[config.mk]
export PLATFORM = sky130hd
export DESIGN_NAME = fpu_issue_sched_flat
export DESIGN_NICKNAME = d
export VERILOG_FILES = /design/src/rtl/fpu_issue_sched_pkg.sv /design/src/rtl/fpu_issue_sched_if.sv /design/src/rtl/fpu_issue_sched_lat_lut.sv /design/src/rtl/fpu_issue_sched.sv /design/src/flat_wrapper.sv
export SDC_FILE = /design/constraint.sdc
export NUM_CORES = 1
export LEC_CHECK = 0
export CORE_ASPECT_RATIO = 0.6
export CORE_MARGIN = 5
export CORE_UTILIZATION = 30
export DETAILED_ROUTE_END_ITERATION = 8
export PLACE_DENSITY = 0.68
export SYNTH_ARGS = -nofsm -noshare
export SYNTH_HDL_FRONTEND = slang
export SYNTH_SLANG_ARGS = --single-unit
[constraint.sdc]
create_clock -name clk -period 3.9 [get_ports clk]
set_clock_uncertainty 0.05 [all_clocks]
set_input_delay 1.17 -clock clk [delete_from_list [all_inputs] [get_ports clk]]
set_output_delay 1.17 -clock clk [all_outputs]
set_load 0.05 [all_outputs]
[src/rtl/fpu_issue_sched_pkg.sv]
// Shared definitions for the FPU issue scheduler: op-class encodings,
// forwarding select encodings, FSM state codes and default latencies.
package fpu_issue_sched_pkg;

  typedef enum logic [2:0] {
    FPU_SEL_ADD     = 3'd0,
    FPU_SEL_SUB     = 3'd1,
    FPU_SEL_MUL     = 3'd2,
    FPU_SEL_MADD    = 3'd3,
    FPU_SEL_SIMPLE  = 3'd4,
    FPU_SEL_CVT     = 3'd5,
    FPU_SEL_SIMPLE6 = 3'd6,
    FPU_SEL_SIMPLE7 = 3'd7
  } fpu_sel_e;

  // Operand source selects: register file read or forwarded FPU result.
  localparam logic FP_REG_SEL = 1'b0;
  localparam logic FP_A_FWD   = 1'b1;
  localparam logic FP_B_FWD   = 1'b1;
  localparam logic FP_C_FWD   = 1'b1;

  localparam logic [0:0] ST_IDLE = 1'b0;
  localparam logic [0:0] ST_EXEC = 1'b1;

  localparam int LAT_ADD_DEF    = 3;
  localparam int LAT_MUL_DEF    = 3;
  localparam int LAT_MADD_DEF   = 5;
  localparam int LAT_CVT_DEF    = 2;
  localparam int LAT_SIMPLE_DEF = 1;
  localparam int CNT_W_DEF      = 3;

  function automatic logic fwd_hit(input logic wb_valid, input logic use_src,
                                   input logic [4:0] rs, input logic [4:0] rd);
    return wb_valid & use_src & (rs == rd);
  endfunction

endpackage

[src/rtl/fpu_issue_sched_if.sv]
// Decode-to-scheduler bus: FP issue request in, FPU control and forwarding out.
interface fpu_issue_sched_if;
  logic       issue_valid;
  logic [2:0] issue_op;
  logic [4:0] issue_rd;
  logic [4:0] issue_rs1;
  logic [4:0] issue_rs2;
  logic [4:0] issue_rs3;
  logic       issue_use1;
  logic       issue_use2;
  logic       issue_use3;
  logic       issue_kill;
  logic       fpu_valid;
  logic       stall;
  logic       busy;
  logic       almost_done;
  logic       wb_valid;
  logic [4:0] wb_rd;
  logic       fwd_a;
  logic       fwd_b;
  logic       fwd_c;

  modport master (
    output issue_valid, issue_op, issue_rd, issue_rs1, issue_rs2, issue_rs3,
           issue_use1, issue_use2, issue_use3, issue_kill,
    input  fpu_valid, stall, busy, almost_done, wb_valid, wb_rd,
           fwd_a, fwd_b, fwd_c
  );

  modport slave (
    input  issue_valid, issue_op, issue_rd, issue_rs1, issue_rs2, issue_rs3,
           issue_use1, issue_use2, issue_use3, issue_kill,
    output fpu_valid, stall, busy, almost_done, wb_valid, wb_rd,
           fwd_a, fwd_b, fwd_c
  );
endinterface

[src/rtl/fpu_issue_sched_lat_lut.sv]
// Op-class to FPU latency map; the single place to edit when FPU pipeline depth changes.
module fpu_lat_lut
  import fpu_issue_sched_pkg::*;
#(
  parameter int LAT_ADD    = LAT_ADD_DEF,
  parameter int LAT_MUL    = LAT_MUL_DEF,
  parameter int LAT_MADD   = LAT_MADD_DEF,
  parameter int LAT_CVT    = LAT_CVT_DEF,
  parameter int LAT_SIMPLE = LAT_SIMPLE_DEF,
  parameter int CNT_W      = CNT_W_DEF
) (
  input  logic [2:0]       op,
  output logic [CNT_W-1:0] lat
);

  // Decode op class into its result latency.
  always_comb begin
    lat = CNT_W'(LAT_SIMPLE);
    case (fpu_sel_e'(op))
      FPU_SEL_ADD, FPU_SEL_SUB:                        lat = CNT_W'(LAT_ADD);
      FPU_SEL_MUL:                                     lat = CNT_W'(LAT_MUL);
      FPU_SEL_MADD:                                    lat = CNT_W'(LAT_MADD);
      FPU_SEL_CVT:                                     lat = CNT_W'(LAT_CVT);
      FPU_SEL_SIMPLE, FPU_SEL_SIMPLE6, FPU_SEL_SIMPLE7: lat = CNT_W'(LAT_SIMPLE);
      default:                                         lat = CNT_W'(LAT_SIMPLE);
    endcase
  end

endmodule

[src/rtl/fpu_issue_sched.sv]
// Execute-stage FPU sequencer: single op in flight, latency counting, stall,
// writeback pulse and same-cycle operand forwarding selects.
module fpu_issue_sched
  import fpu_issue_sched_pkg::*;
#(
  parameter int LAT_ADD    = LAT_ADD_DEF,
  parameter int LAT_MUL    = LAT_MUL_DEF,
  parameter int LAT_MADD   = LAT_MADD_DEF,
  parameter int LAT_CVT    = LAT_CVT_DEF,
  parameter int LAT_SIMPLE = LAT_SIMPLE_DEF,
  parameter int CNT_W      = CNT_W_DEF
) (
  input logic              clk,
  input logic              rst,
  fpu_issue_sched_if.slave io
);

  logic [0:0]       state_r;
  logic [CNT_W-1:0] cnt_r;
  logic [4:0]       pend_rd_r;
  logic             pend_valid_r;
  logic             wb_valid_r;
  logic [4:0]       wb_rd_r;

  logic [CNT_W-1:0] lat_s;
  logic             lat_one_s;
  logic             busy_s;
  logic             stall_s;
  logic             accept_s;

  fpu_lat_lut #(
    .LAT_ADD    (LAT_ADD),
    .LAT_MUL    (LAT_MUL),
    .LAT_MADD   (LAT_MADD),
    .LAT_CVT    (LAT_CVT),
    .LAT_SIMPLE (LAT_SIMPLE),
    .CNT_W      (CNT_W)
  ) u_lat_lut (
    .op  (io.issue_op),
    .lat (lat_s)
  );

  assign lat_one_s = (lat_s == CNT_W'(1));
  assign busy_s    = (state_r == ST_EXEC);
  // Kill is only honoured for the presented op; an in-flight op is older than the flush.
  assign stall_s   = io.issue_valid & busy_s;
  assign accept_s  = io.issue_valid & ~io.issue_kill & ~stall_s;

  // Sequencer state, latency counter and registered writeback.
  always_ff @(posedge clk) begin
    if (rst) begin
      state_r      <= ST_IDLE;
      cnt_r        <= {CNT_W{1'b0}};
      pend_rd_r    <= 5'd0;
      pend_valid_r <= 1'b0;
      wb_valid_r   <= 1'b0;
      wb_rd_r      <= 5'd0;
    end else begin
      wb_valid_r <= 1'b0;
      case (state_r)
        ST_IDLE: begin
          if (accept_s) begin
            pend_rd_r <= io.issue_rd;
            if (lat_one_s) begin
              wb_valid_r   <= 1'b1;
              wb_rd_r      <= io.issue_rd;
              pend_valid_r <= 1'b0;
            end else begin
              state_r      <= ST_EXEC;
              cnt_r        <= lat_s - CNT_W'(1);
              pend_valid_r <= 1'b1;
            end
          end
        end
        ST_EXEC: begin
          cnt_r <= cnt_r - CNT_W'(1);
          if (cnt_r == CNT_W'(1)) begin
            state_r      <= ST_IDLE;
            wb_valid_r   <= pend_valid_r;
            wb_rd_r      <= pend_rd_r;
            pend_valid_r <= 1'b0;
          end
        end
        default: begin
          state_r      <= ST_IDLE;
          pend_valid_r <= 1'b0;
        end
      endcase
    end
  end

  assign io.fpu_valid   = accept_s;
  assign io.stall       = stall_s;
  assign io.busy        = busy_s;
  assign io.almost_done = busy_s & (cnt_r == CNT_W'(1));
  assign io.wb_valid    = wb_valid_r;
  assign io.wb_rd       = wb_rd_r;

  // The completing result is consumable by the op presented in its writeback cycle.
  assign io.fwd_a = fwd_hit(wb_valid_r, io.issue_use1, io.issue_rs1, wb_rd_r) ? FP_A_FWD : FP_REG_SEL;
  assign io.fwd_b = fwd_hit(wb_valid_r, io.issue_use2, io.issue_rs2, wb_rd_r) ? FP_B_FWD : FP_REG_SEL;
  assign io.fwd_c = fwd_hit(wb_valid_r, io.issue_use3, io.issue_rs3, wb_rd_r) ? FP_C_FWD : FP_REG_SEL;

endmodule
[src/flat_wrapper.sv]
// flat-port wrapper written by rule: the top's interface ports become plain ports
module fpu_issue_sched_flat import fpu_issue_sched_pkg::*;
#(
  parameter int LAT_ADD    = LAT_ADD_DEF,
  parameter int LAT_MUL    = LAT_MUL_DEF,
  parameter int LAT_MADD   = LAT_MADD_DEF,
  parameter int LAT_CVT    = LAT_CVT_DEF,
  parameter int LAT_SIMPLE = LAT_SIMPLE_DEF,
  parameter int CNT_W      = CNT_W_DEF
)
  (clk, rst, io_issue_valid, io_issue_op, io_issue_rd, io_issue_rs1, io_issue_rs2, io_issue_rs3, io_issue_use1, io_issue_use2, io_issue_use3, io_issue_kill, io_fpu_valid, io_stall, io_busy, io_almost_done, io_wb_valid, io_wb_rd, io_fwd_a, io_fwd_b, io_fwd_c);
  fpu_issue_sched_if io_i ();
  input logic clk;
  input logic rst;
  input wire logic [$bits(io_i.issue_valid)-1:0] io_issue_valid;
  input wire logic [$bits(io_i.issue_op)-1:0] io_issue_op;
  input wire logic [$bits(io_i.issue_rd)-1:0] io_issue_rd;
  input wire logic [$bits(io_i.issue_rs1)-1:0] io_issue_rs1;
  input wire logic [$bits(io_i.issue_rs2)-1:0] io_issue_rs2;
  input wire logic [$bits(io_i.issue_rs3)-1:0] io_issue_rs3;
  input wire logic [$bits(io_i.issue_use1)-1:0] io_issue_use1;
  input wire logic [$bits(io_i.issue_use2)-1:0] io_issue_use2;
  input wire logic [$bits(io_i.issue_use3)-1:0] io_issue_use3;
  input wire logic [$bits(io_i.issue_kill)-1:0] io_issue_kill;
  output wire logic [$bits(io_i.fpu_valid)-1:0] io_fpu_valid;
  output wire logic [$bits(io_i.stall)-1:0] io_stall;
  output wire logic [$bits(io_i.busy)-1:0] io_busy;
  output wire logic [$bits(io_i.almost_done)-1:0] io_almost_done;
  output wire logic [$bits(io_i.wb_valid)-1:0] io_wb_valid;
  output wire logic [$bits(io_i.wb_rd)-1:0] io_wb_rd;
  output wire logic [$bits(io_i.fwd_a)-1:0] io_fwd_a;
  output wire logic [$bits(io_i.fwd_b)-1:0] io_fwd_b;
  output wire logic [$bits(io_i.fwd_c)-1:0] io_fwd_c;
  assign io_i.issue_valid = io_issue_valid;
  assign io_i.issue_op = io_issue_op;
  assign io_i.issue_rd = io_issue_rd;
  assign io_i.issue_rs1 = io_issue_rs1;
  assign io_i.issue_rs2 = io_issue_rs2;
  assign io_i.issue_rs3 = io_issue_rs3;
  assign io_i.issue_use1 = io_issue_use1;
  assign io_i.issue_use2 = io_issue_use2;
  assign io_i.issue_use3 = io_issue_use3;
  assign io_i.issue_kill = io_issue_kill;
  assign io_fpu_valid = io_i.fpu_valid;
  assign io_stall = io_i.stall;
  assign io_busy = io_i.busy;
  assign io_almost_done = io_i.almost_done;
  assign io_wb_valid = io_i.wb_valid;
  assign io_wb_rd = io_i.wb_rd;
  assign io_fwd_a = io_i.fwd_a;
  assign io_fwd_b = io_i.fwd_b;
  assign io_fwd_c = io_i.fwd_c;
  fpu_issue_sched #(.LAT_ADD(LAT_ADD), .LAT_MUL(LAT_MUL), .LAT_MADD(LAT_MADD), .LAT_CVT(LAT_CVT), .LAT_SIMPLE(LAT_SIMPLE), .CNT_W(CNT_W)) u_core (.clk(clk), .rst(rst), .io(io_i));
endmodule
# Yosys cells after proc, flatten, opt, wreduce, memory -nomap -nowiden
# Memory sizes are Yosys's and may differ from the RTL's.
# Cells that the tools add are included.
# Widths: inputs -> output; s select.
[totals] mem_bits_ro=24 ff_bits=16 output_inout_bits=13 in_bits=30 word_cells=56 mem_count=1
[op_classes] n_reduce_logical=4 n_mux=21 add_sub_neg=2 n_bitwise=13 eq_ne=9
[memory_table] memory="(name not given)" words=8 width=3 read_ports=1 rd_clocked_by_memory_dff=0 wr=0 line_no="fpu_issue_sched_lat_lut.sv:19" rtl="case (fpu_sel_e'(op))"
[op_table] op="$eq 5x5->1" n=3
[op_table] op="$mux 5" n=3
[op_table] op="$mux 1" n=11
[op_table] op="$and 1x1->1" n=10
[op_table] op="$pmux 5 s2" n=1
[op_table] op="$eq 3x1->1 const B" n=2
[op_table] op="$mux 3" n=2
[op_table] op="$ne 2x2->1 const B" n=3
[op_table] op="$pmux 1 s2" n=3
[op_table] op="$pmux 3 s2" n=1
[op_table] op="$reduce_and 2->1" n=3
[op_table] op="$sub 3x1->3 const B" n=2
[op_table] op="$not 1->1" n=3
[op_table] op="$reduce_and 3->1" n=1
[op_table] op="$ne 2x1->1 const B" n=1

# Logic depth before layout (Yosys ltp)
# Gate-level depths: netlist (run 1).
[depth] ltp_word=5 ltp_mapped=6 ltp_nobuf=5

# By module
# Synthesis (run 1) repeated with hierarchy kept, for this count alone.
[hier_totals] cells_unflattened=116 hier_area_um2=1016.0
[by_module_without_submodules] mod="fpu_issue_sched" seq_area_each_um2=320.3 area_per_inst_um2=989.7 instances=1 cells_each=113
[by_module_without_submodules] mod="fpu_lat_lut" seq_area_each_um2=0.0 area_per_inst_um2=26.3 instances=1 cells_each=3

# Least setup slack after synthesis (run 1)
# No wires, ideal clock.
[synth_timing] path_kind="input-to-output" from="in io_issue_rs1[2]" to="out io_fwd_a" path_buffers=0 path_slack_ns=0.623 t_arrival_ns=2.057 t_required_ns=2.680 stages=3 cell_sequence="xnor2_1 nand4_1 nor2_1"
[synth_via] elab_chain_cells=3
[synth_lines] element="start: declaration" line_no="flat_wrapper.sv:18" rtl="input wire logic [$bits(io_i.issue_rs1)-1:0] io_issue_rs1;"
[synth_lines] element="$eq 5x5->1" line_no="fpu_issue_sched_pkg.sv:34" rtl="return wb_valid & use_src & (rs == rd);"
[synth_lines] element="$and 1x1->1" line_no="fpu_issue_sched_pkg.sv:34"
[synth_lines] element="$mux 1" line_no="fpu_issue_sched.sv:100" rtl="assign io.fwd_a = fwd_hit(wb_valid_r, io.issue_use1, io.issue_rs1, wb_rd_r) ? FP_A_FWD : FP_REG_SEL;"
[synth_lines] element="end: declaration" line_no="flat_wrapper.sv:31" rtl="output wire logic [$bits(io_i.fwd_a)-1:0] io_fwd_a;"
# Every way passes these cells.

# Worst setup path in the final report (run 1)
[layout_timing] from="in io_issue_valid" to="out io_fpu_valid"
[layout_via] elab_chain_cells=3 elab_cells_between_ends=4 classes_between="bitwise (4)"
[layout_lines] element="start: declaration" line_no="flat_wrapper.sv:15" rtl="input wire logic [$bits(io_i.issue_valid)-1:0] io_issue_valid;"
[layout_lines] element="$and 1x1->1" line_no="fpu_issue_sched.sv:46" rtl="assign stall_s = io.issue_valid & busy_s;"
[layout_lines] element="$not 1->1" line_no="fpu_issue_sched.sv:47" rtl="assign accept_s = io.issue_valid & ~io.issue_kill & ~stall_s;"
[layout_lines] element="$and 1x1->1 (*)" line_no="fpu_issue_sched.sv:47"
[layout_lines] element="end: declaration" line_no="flat_wrapper.sv:25" rtl="output wire logic [$bits(io_i.fpu_valid)-1:0] io_fpu_valid;"
# Every way passes the cells marked *; elsewhere a longest branch is shown, timed or not.

==> run_summary.xml, run 1 <==
<?xml version="1.0" encoding="UTF-8"?>
<metrics>
  <group name="run_status">
    <metric name="outcome" unit="">finished clean</metric>
  </group>
  <group name="power_and_ir_drop">
    <metric name="cellLeakagePower" unit="µW">0.000516</metric>
    <metric name="power-per-cell-area" unit="mW/mm²">298</metric>
    <metric name="ir_drop" unit="µV">172</metric>
  </group>
  <group name="routing">
    <metric name="antenna_violating_nets_post_route" unit="">0</metric>
    <metric name="routed_wirelength" unit="µm">2540</metric>
    <metric name="per_cell_routed_wire_length" unit="µm">12.8</metric>
    <metric name="vias" unit="">964</metric>
    <metric name="detail_route.drc_violations" unit="">0</metric>
    <metric name="detail_route.iter0.violations" unit="">46</metric>
    <metric name="drt-pass1-iter-count" unit="">4</metric>
    <metric name="via_per_inst" unit="">4.87</metric>
  </group>
  <group name="clocking">
    <metric name="cts_hold_buffers" unit="">0</metric>
    <metric name="ctsRootBufferMaster" unit="">sky130_fd_sc_hd__clkbuf_8</metric>
    <metric name="clkSlewWorstSetupHoldPaths" unit="ns">0.06</metric>
    <metric name="clkLatencyLatePin" unit="ns">0.25</metric>
    <metric name="cts_tree" unit="">yes</metric>
    <metric name="numCtsBuffers" unit="">3</metric>
    <metric name="number_of_buffers_inserted_by_post_cts_setup_repair" unit="">0</metric>
    <metric name="cts-htree-levels" unit="">1</metric>
    <metric name="cts_resized" unit="">0</metric>
    <metric name="clock_sinks" unit="">16</metric>
    <metric name="cts_max_path_buffers" unit="">2</metric>
  </group>
  <group name="global_route">
    <metric name="grt_overflow_total" unit="">0</metric>
    <metric name="number_of_antenna_violations_at_the_first_check_in_global_routing" unit="">0</metric>
    <metric name="number_of_global_route_vias_before_repair" unit="">864</metric>
    <metric name="grt_max_degree" unit="">17</metric>
    <metric name="global_route.usage.total" unit="%">11.1</metric>
    <metric name="global_route_wire_length_before_repair" unit="µm">3950</metric>
  </group>
  <group name="cells_and_area">
    <metric name="fillerInstances" unit="">279</metric>
    <metric name="areaGrowthSynthToFinish" unit="%">56.4</metric>
    <metric name="final_net_count" unit="">186</metric>
    <metric name="antenna_cells" unit="">0</metric>
    <metric name="post_route_cells_drive_above_1_share" unit="%">8.50</metric>
  </group>
  <group name="worst_setup_path">
    <metric name="start_kind" unit="">input pin</metric>
    <metric name="timing.critical_path.required" unit="ns">2.68</metric>
    <metric name="worstPathMaxFanout" unit="">14</metric>
    <metric name="setup.worst_path.end_class" unit="">primary output</metric>
    <metric name="critical_path_arrival" unit="ns">2.40</metric>
    <metric name="path_class" unit="">input pin to primary output</metric>
  </group>
  <group name="sta">
    <metric name="max-slew-margin-rel" unit="%">61.5</metric>
    <metric name="fin_tns_setup" unit="ns">0</metric>
    <metric name="grt_setup_unrepaired" unit="">false</metric>
    <metric name="worst_pin_slew" unit="ns">0.576</metric>
    <metric name="timing.final.crit_share" unit="%">92.8</metric>
    <metric name="fmaxAchievable" unit="MHz">276</metric>
    <metric name="final_max_slew_violation_count" unit="">0</metric>
    <metric name="hold_violations" unit="">0</metric>
    <metric name="final.setup.worst_slack" unit="ns">0.282</metric>
    <metric name="finalSetupViolations" unit="">0</metric>
    <metric name="layout_min_cycle_time" unit="ns">3.62</metric>
  </group>
  <group name="synth">
    <metric name="yosysTopAreaCell" unit="">sky130_fd_sc_hd__dfxtp_1</metric>
    <metric name="post_synth_num_cell_types" unit="">33</metric>
    <metric name="synth_area_per_cell" unit="µm²">8.68</metric>
    <metric name="synth-edff-count" unit="">0</metric>
    <metric name="syn-cell-area" unit="µm²">972</metric>
    <metric name="postSynth.asyncResetShare" unit="%">0</metric>
    <metric name="synth.net_count" unit="">144</metric>
    <metric name="synth.top_cells.by_area" unit="">sky130_fd_sc_hd__dfxtp_1 33%, sky130_fd_sc_hd__xnor2_1 14%, sky130_fd_sc_hd__mux2i_1 5.1%</metric>
    <metric name="leading_cell_type_by_number_of_instances_after_synthesis" unit="">sky130_fd_sc_hd__dfxtp_1</metric>
    <metric name="synth_common_cells" unit="">16 x sky130_fd_sc_hd__dfxtp_1, 15 x sky130_fd_sc_hd__xnor2_1, 13 x sky130_fd_sc_hd__nand2_1</metric>
    <metric name="number_of_storage_elements_in_the_synthesis_netlist" unit="">16</metric>
    <metric name="synth-warning-count" unit="">0</metric>
    <metric name="number_of_cells_produced_by_synthesis" unit="">112</metric>
    <metric name="yosysTopAreaCellShare" unit="%">32.9</metric>
    <metric name="synth-main-ff-cell" unit="">sky130_fd_sc_hd__dfxtp_1</metric>
    <metric name="sequential_area_share_after_synthesis" unit="%">32.9</metric>
  </group>
  <group name="job">
    <metric name="maxCapViolations" unit="">0</metric>
  </group>
  <group name="floorplan">
    <metric name="die-width" unit="µm">83.5</metric>
    <metric name="floorplan.initialDensity" unit="%">30.5</metric>
    <metric name="design.portCount" unit="">43</metric>
    <metric name="die_height" unit="µm">54.1</metric>
    <metric name="core_area" unit="mm²">0.00318</metric>
    <metric name="fp.dieArea" unit="mm²">0.00452</metric>
    <metric name="core.rowCount" unit="">16</metric>
  </group>
  <group name="worst_hold_path">
    <metric name="hold_path_class" unit="">flip-flop to flip-flop</metric>
  </group>
  <group name="placement">
    <metric name="io_buffers" unit="">42</metric>
    <metric name="place.gp.congestion" unit="">0.801</metric>
    <metric name="dpl.hpwl" unit="µm">2040</metric>
    <metric name="place_ws" unit="ns">0.281</metric>
  </group>
</metrics>
==> report_power, final <==
group | switching (µW) | total, µW | internal (µW)
logic | 59.2 | 125 | 66.2
clock network | 54.1 | 144 | 89.4
registers | 10.4 | 184 | 174
total | 124 | 453 | 329
==> path summary, 6_finish.rpt <==
check	cells after the start	slack, ns	start	endpoint
worst max-delay path	4	0.28	io_issue_valid	io_fpu_valid
worst min register to register	2	0.41	u_core.pend_rd_r[2]	u_core.pend_rd_r[2]
worst max register to register	5	2.11	u_core.io.busy	u_core.cnt_r[2]
worst min-delay path	2	0.41	u_core.pend_rd_r[2]	u_core.pend_rd_r[2]
==> state kept, by name (all words and copies together), names as in the netlist <==
register and flops:
u_core.io.wb_rd 5, u_core.cnt_r 3, u_core.pend_rd_r 5, u_core.io.wb_valid 1, u_core.pend_valid_r 1, u_core.io.busy 1
==> logic make-up after synthesis <==
group	synth area share [%]
simple gates	17.6
compound gates	19.8
xor+xnor	14.4
flops	32.9
buf+inv	7.46
mux	5.15
fa+ha+maj	2.57
==> critical path, stage by stage <==
cell and delay (ns):
sky130_fd_sc_hd__clkdlybuf4s50_1 0.49, sky130_fd_sc_hd__or3b_1 0.43, sky130_fd_sc_hd__inv_6 0.15, sky130_fd_sc_hd__buf_12 0.15
==> per-layer routing <==
layer | track usage (%) | routed length, µm | vias up
met4 | 3.21 | 10 | 0
li1 | - | - | 489
met1 | 13.7 | 1150 | 450
met3 | 3.98 | 141 | 2
met2 | 18.8 | 1240 | 23
met5 | 0 | 0 | -
==> final cells by class <==
class / instances / area (µm²) / area share [%]
Multi-Input combinational cell: 84 / 579 / 38.1
Inverter: 5 / 23.8 / 1.56
Sequential cell: 16 / 320 / 21.1
Timing Repair Buffer: 44 / 485 / 31.9
Clock buffer: 4 / 55.1 / 3.62
Tap cell: 45 / 56.3 / 3.70
==> per-stage QoR <==
step	instances	instance area, µm²	hold slack (ns)	util, %	power [µW]
after floorplan	112	972	0.386	-	259
after global placement	194	1470	0.393	46.0	311
after detailed placement	194	1470	0.396	46.0	313
after CTS	198	1520	0.405	47.8	458
after global routing	198	1520	0.422	47.8	478
final	198	1520	0.406	47.8	453
==> cells in the final DEF, fill, tap and decap left out, types with 2 or more instances in the layout <==
master,n
sky130_fd_sc_hd__nand3_1,5
sky130_fd_sc_hd__a31oi_1,2
sky130_fd_sc_hd__a21oi_1,7
sky130_fd_sc_hd__buf_12,5
sky130_fd_sc_hd__a311oi_1,5
sky130_fd_sc_hd__clkbuf_8,4
sky130_fd_sc_hd__xnor2_1,15
sky130_fd_sc_hd__a211oi_1,5
sky130_fd_sc_hd__and3b_1,2
sky130_fd_sc_hd__inv_1,4
sky130_fd_sc_hd__nand4_1,3
sky130_fd_sc_hd__nand2_1,13
sky130_fd_sc_hd__dfxtp_1,16
sky130_fd_sc_hd__buf_4,2
sky130_fd_sc_hd__clkdlybuf4s50_1,37
sky130_fd_sc_hd__nand2b_1,2
sky130_fd_sc_hd__nor2_1,5
sky130_fd_sc_hd__mux2i_1,5
sky130_fd_sc_hd__ha_1,2
Note: power is estimated with default switching activity, not from simulation.
==> inputs of run 2 (changes only) <==
- clock period: 3.9 -> 4.4 ns (I/O delays scaled with it)
==> run 2 against run 1 <==
First-iteration DRC count is 6.5% lower. Sequential share of layout area is 0.59 points higher. Combinational power is 14% lower. Worst setup slack gained 0.060 ns. Largest power group unchanged. Highest routed layer is now met3.
==> run_summary.xml, run 2 (same netlist as run 1, synthesis figures left out) <==
<?xml version="1.0" encoding="UTF-8"?>
<metrics>
  <group name="global_route">
    <metric name="number_of_antenna_violations_at_the_first_check_in_global_routing" unit="">0</metric>
    <metric name="number_of_global_route_vias_before_repair" unit="">932</metric>
    <metric name="global_route.usage.total" unit="%">11.6</metric>
    <metric name="grt_max_degree" unit="">17</metric>
    <metric name="grt_overflow_total" unit="">0</metric>
    <metric name="global_route_wire_length_before_repair" unit="µm">4180</metric>
  </group>
  <group name="routing">
    <metric name="detail_route.drc_violations" unit="">0</metric>
    <metric name="detail_route.iter0.violations" unit="">43</metric>
    <metric name="vias" unit="">942</metric>
    <metric name="routed_wirelength" unit="µm">2660</metric>
    <metric name="antenna_violating_nets_post_route" unit="">0</metric>
    <metric name="via_per_inst" unit="">4.83</metric>
    <metric name="drt-pass1-iter-count" unit="">4</metric>
    <metric name="per_cell_routed_wire_length" unit="µm">13.6</metric>
  </group>
  <group name="floorplan">
    <metric name="die-width" unit="µm">83.5</metric>
    <metric name="floorplan.initialDensity" unit="%">30.5</metric>
    <metric name="die_height" unit="µm">54.1</metric>
    <metric name="design.portCount" unit="">43</metric>
    <metric name="core.rowCount" unit="">16</metric>
    <metric name="fp.dieArea" unit="mm²">0.00452</metric>
    <metric name="core_area" unit="mm²">0.00318</metric>
  </group>
  <group name="cells_and_area">
    <metric name="final_area" unit="mm²">0.00148</metric>
    <metric name="layout.cells.most_common" unit="">sky130_fd_sc_hd__clkdlybuf4s50_1</metric>
    <metric name="most-common-layout-cells" unit="">37 x sky130_fd_sc_hd__clkdlybuf4s50_1, 16 x sky130_fd_sc_hd__dfxtp_1, 15 x sky130_fd_sc_hd__xnor2_1</metric>
    <metric name="post_route_cells_drive_above_1_share" unit="%">6.67</metric>
    <metric name="finish.utilization" unit="%">46.5</metric>
    <metric name="areaGrowthSynthToFinish" unit="%">52.1</metric>
    <metric name="antenna_cells" unit="">0</metric>
    <metric name="final_net_count" unit="">184</metric>
  </group>
  <group name="placement">
    <metric name="dpl.hpwl" unit="µm">2120</metric>
    <metric name="place.gp.congestion" unit="">0.749</metric>
    <metric name="placement.cell_area" unit="mm²">0.00144</metric>
    <metric name="io_buffers" unit="">42</metric>
  </group>
  <group name="job">
    <metric name="maxCapViolations" unit="">0</metric>
  </group>
  <group name="worst_setup_path">
    <metric name="cp_top_family" unit="">buffers and inverters</metric>
    <metric name="crit_path_max_incr_delay" unit="ns">0.53</metric>
    <metric name="cp.buffers_inverters" unit="">3</metric>
    <metric name="path_class" unit="">input pin to primary output</metric>
    <metric name="worstPathMaxFanout" unit="">14</metric>
    <metric name="critPathSlowestCell" unit="">sky130_fd_sc_hd__or3b_1</metric>
    <metric name="setup.worst_path.end_class" unit="">primary output</metric>
    <metric name="critical_path_arrival" unit="ns">2.69</metric>
    <metric name="crit_path_cell_trace" unit="">clkdlybuf4s50_1, or3b_1, inv_6, buf_12</metric>
    <metric name="start_kind" unit="">input pin</metric>
    <metric name="timing.critical_path.required" unit="ns">3.03</metric>
  </group>
  <group name="clocking">
    <metric name="number_of_buffers_inserted_by_post_cts_setup_repair" unit="">0</metric>
    <metric name="cts_max_path_buffers" unit="">2</metric>
    <metric name="cts_tree" unit="">yes</metric>
    <metric name="cts-htree-levels" unit="">1</metric>
    <metric name="cts_resized" unit="">0</metric>
    <metric name="ctsRootBufferMaster" unit="">sky130_fd_sc_hd__clkbuf_8</metric>
    <metric name="clkLatencyLatePin" unit="ns">0.24</metric>
    <metric name="cts_hold_buffers" unit="">0</metric>
    <metric name="clock_sinks" unit="">16</metric>
    <metric name="clkSlewWorstSetupHoldPaths" unit="ns">0.05</metric>
    <metric name="numCtsBuffers" unit="">3</metric>
  </group>
  <group name="power_and_ir_drop">
    <metric name="netSwitchingPower" unit="µW">107</metric>
    <metric name="power.share.switching" unit="%">28.2</metric>
    <metric name="power_report.internal_total" unit="µW">271</metric>
    <metric name="seq_power_share" unit="%">43.9</metric>
    <metric name="total_power" unit="µW">378</metric>
    <metric name="power.share.clock" unit="%">27.8</metric>
    <metric name="cellLeakagePower" unit="µW">0.000496</metric>
    <metric name="combPwrFrac" unit="%">28.2</metric>
    <metric name="power-per-cell-area" unit="mW/mm²">255</metric>
    <metric name="ir_drop" unit="µV">149</metric>
  </group>
  <group name="sta">
    <metric name="grt_setup_unrepaired" unit="">false</metric>
    <metric name="fin_tns_setup" unit="ns">0</metric>
    <metric name="timing.final.crit_share" unit="%">92.2</metric>
    <metric name="layout_min_cycle_time" unit="ns">4.06</metric>
    <metric name="holdWs" unit="ns">0.408</metric>
    <metric name="hold_violations" unit="">0</metric>
    <metric name="final_max_slew_violation_count" unit="">0</metric>
    <metric name="finalSetupViolations" unit="">0</metric>
    <metric name="worst_pin_slew" unit="ns">0.601</metric>
    <metric name="fmaxAchievable" unit="MHz">246</metric>
    <metric name="max-slew-margin-rel" unit="%">59.8</metric>
  </group>
  <group name="worst_hold_path">
    <metric name="hold_path_class" unit="">flip-flop to flip-flop</metric>
  </group>
  <group name="run_status">
    <metric name="outcome" unit="">finished clean</metric>
  </group>
</metrics>
[run 2: path summary, 6_finish.rpt]
kind	from	to	slack [ns]	depth (start not counted)
worst max-delay path	io_issue_valid	io_fpu_valid	0.34	4
worst min-delay path	u_core.pend_rd_r[4]	u_core.pend_rd_r[4]	0.41	2
worst max register to register	u_core.io.busy	u_core.io.wb_rd[0]	2.48	4
worst min register to register	u_core.pend_rd_r[4]	u_core.pend_rd_r[4]	0.41	2
[run 2: tightest hold or removal path: stages, from the launching register on]
cell                      delay (ns)
sky130_fd_sc_hd__dfxtp_1        0.31
sky130_fd_sc_hd__nand2_1        0.05
sky130_fd_sc_hd__a21oi_1        0.05
[run 2: cell type report]
type	count	area, µm²
Multi-Input combinational cell	84	579
Timing Repair Buffer	42	458
Fill cell	300	1700
Sequential cell	16	320
Inverter	5	23.8
Tap cell	45	56.3
Clock buffer	3	41.3
[run 2: layer usage]
| metal | routed length (µm) | up-vias | track usage (%) |
|---|---|---|---|
| met5 | 0 | - | 0 |
| met4 | 0 | 0 | 2.14 |
| met3 | 158 | 0 | 4.43 |
| met2 | 1330 | 32 | 21.5 |
| met1 | 1160 | 432 | 13.3 |
| li1 | - | 478 | - |
[run 2: power by group through the flow]
stage | logic [µW] | registers (µW) | clock network, µW
detailed placement | 107 | 169 | 0
global placement | 105 | 169 | 0
CTS | 107 | 166 | 109
floorplan | 52.2 | 177 | 0
finish | 107 | 166 | 105
global route | 116 | 168 | 114
[run 2: per-stage QoR]
stage               setup slack [ns]  instances
floorplan                      0.823        112
CTS                            0.334        195
detailed placement             0.337        192
finish                         0.342        195
global route                   0.264        195
global placement               0.372        192
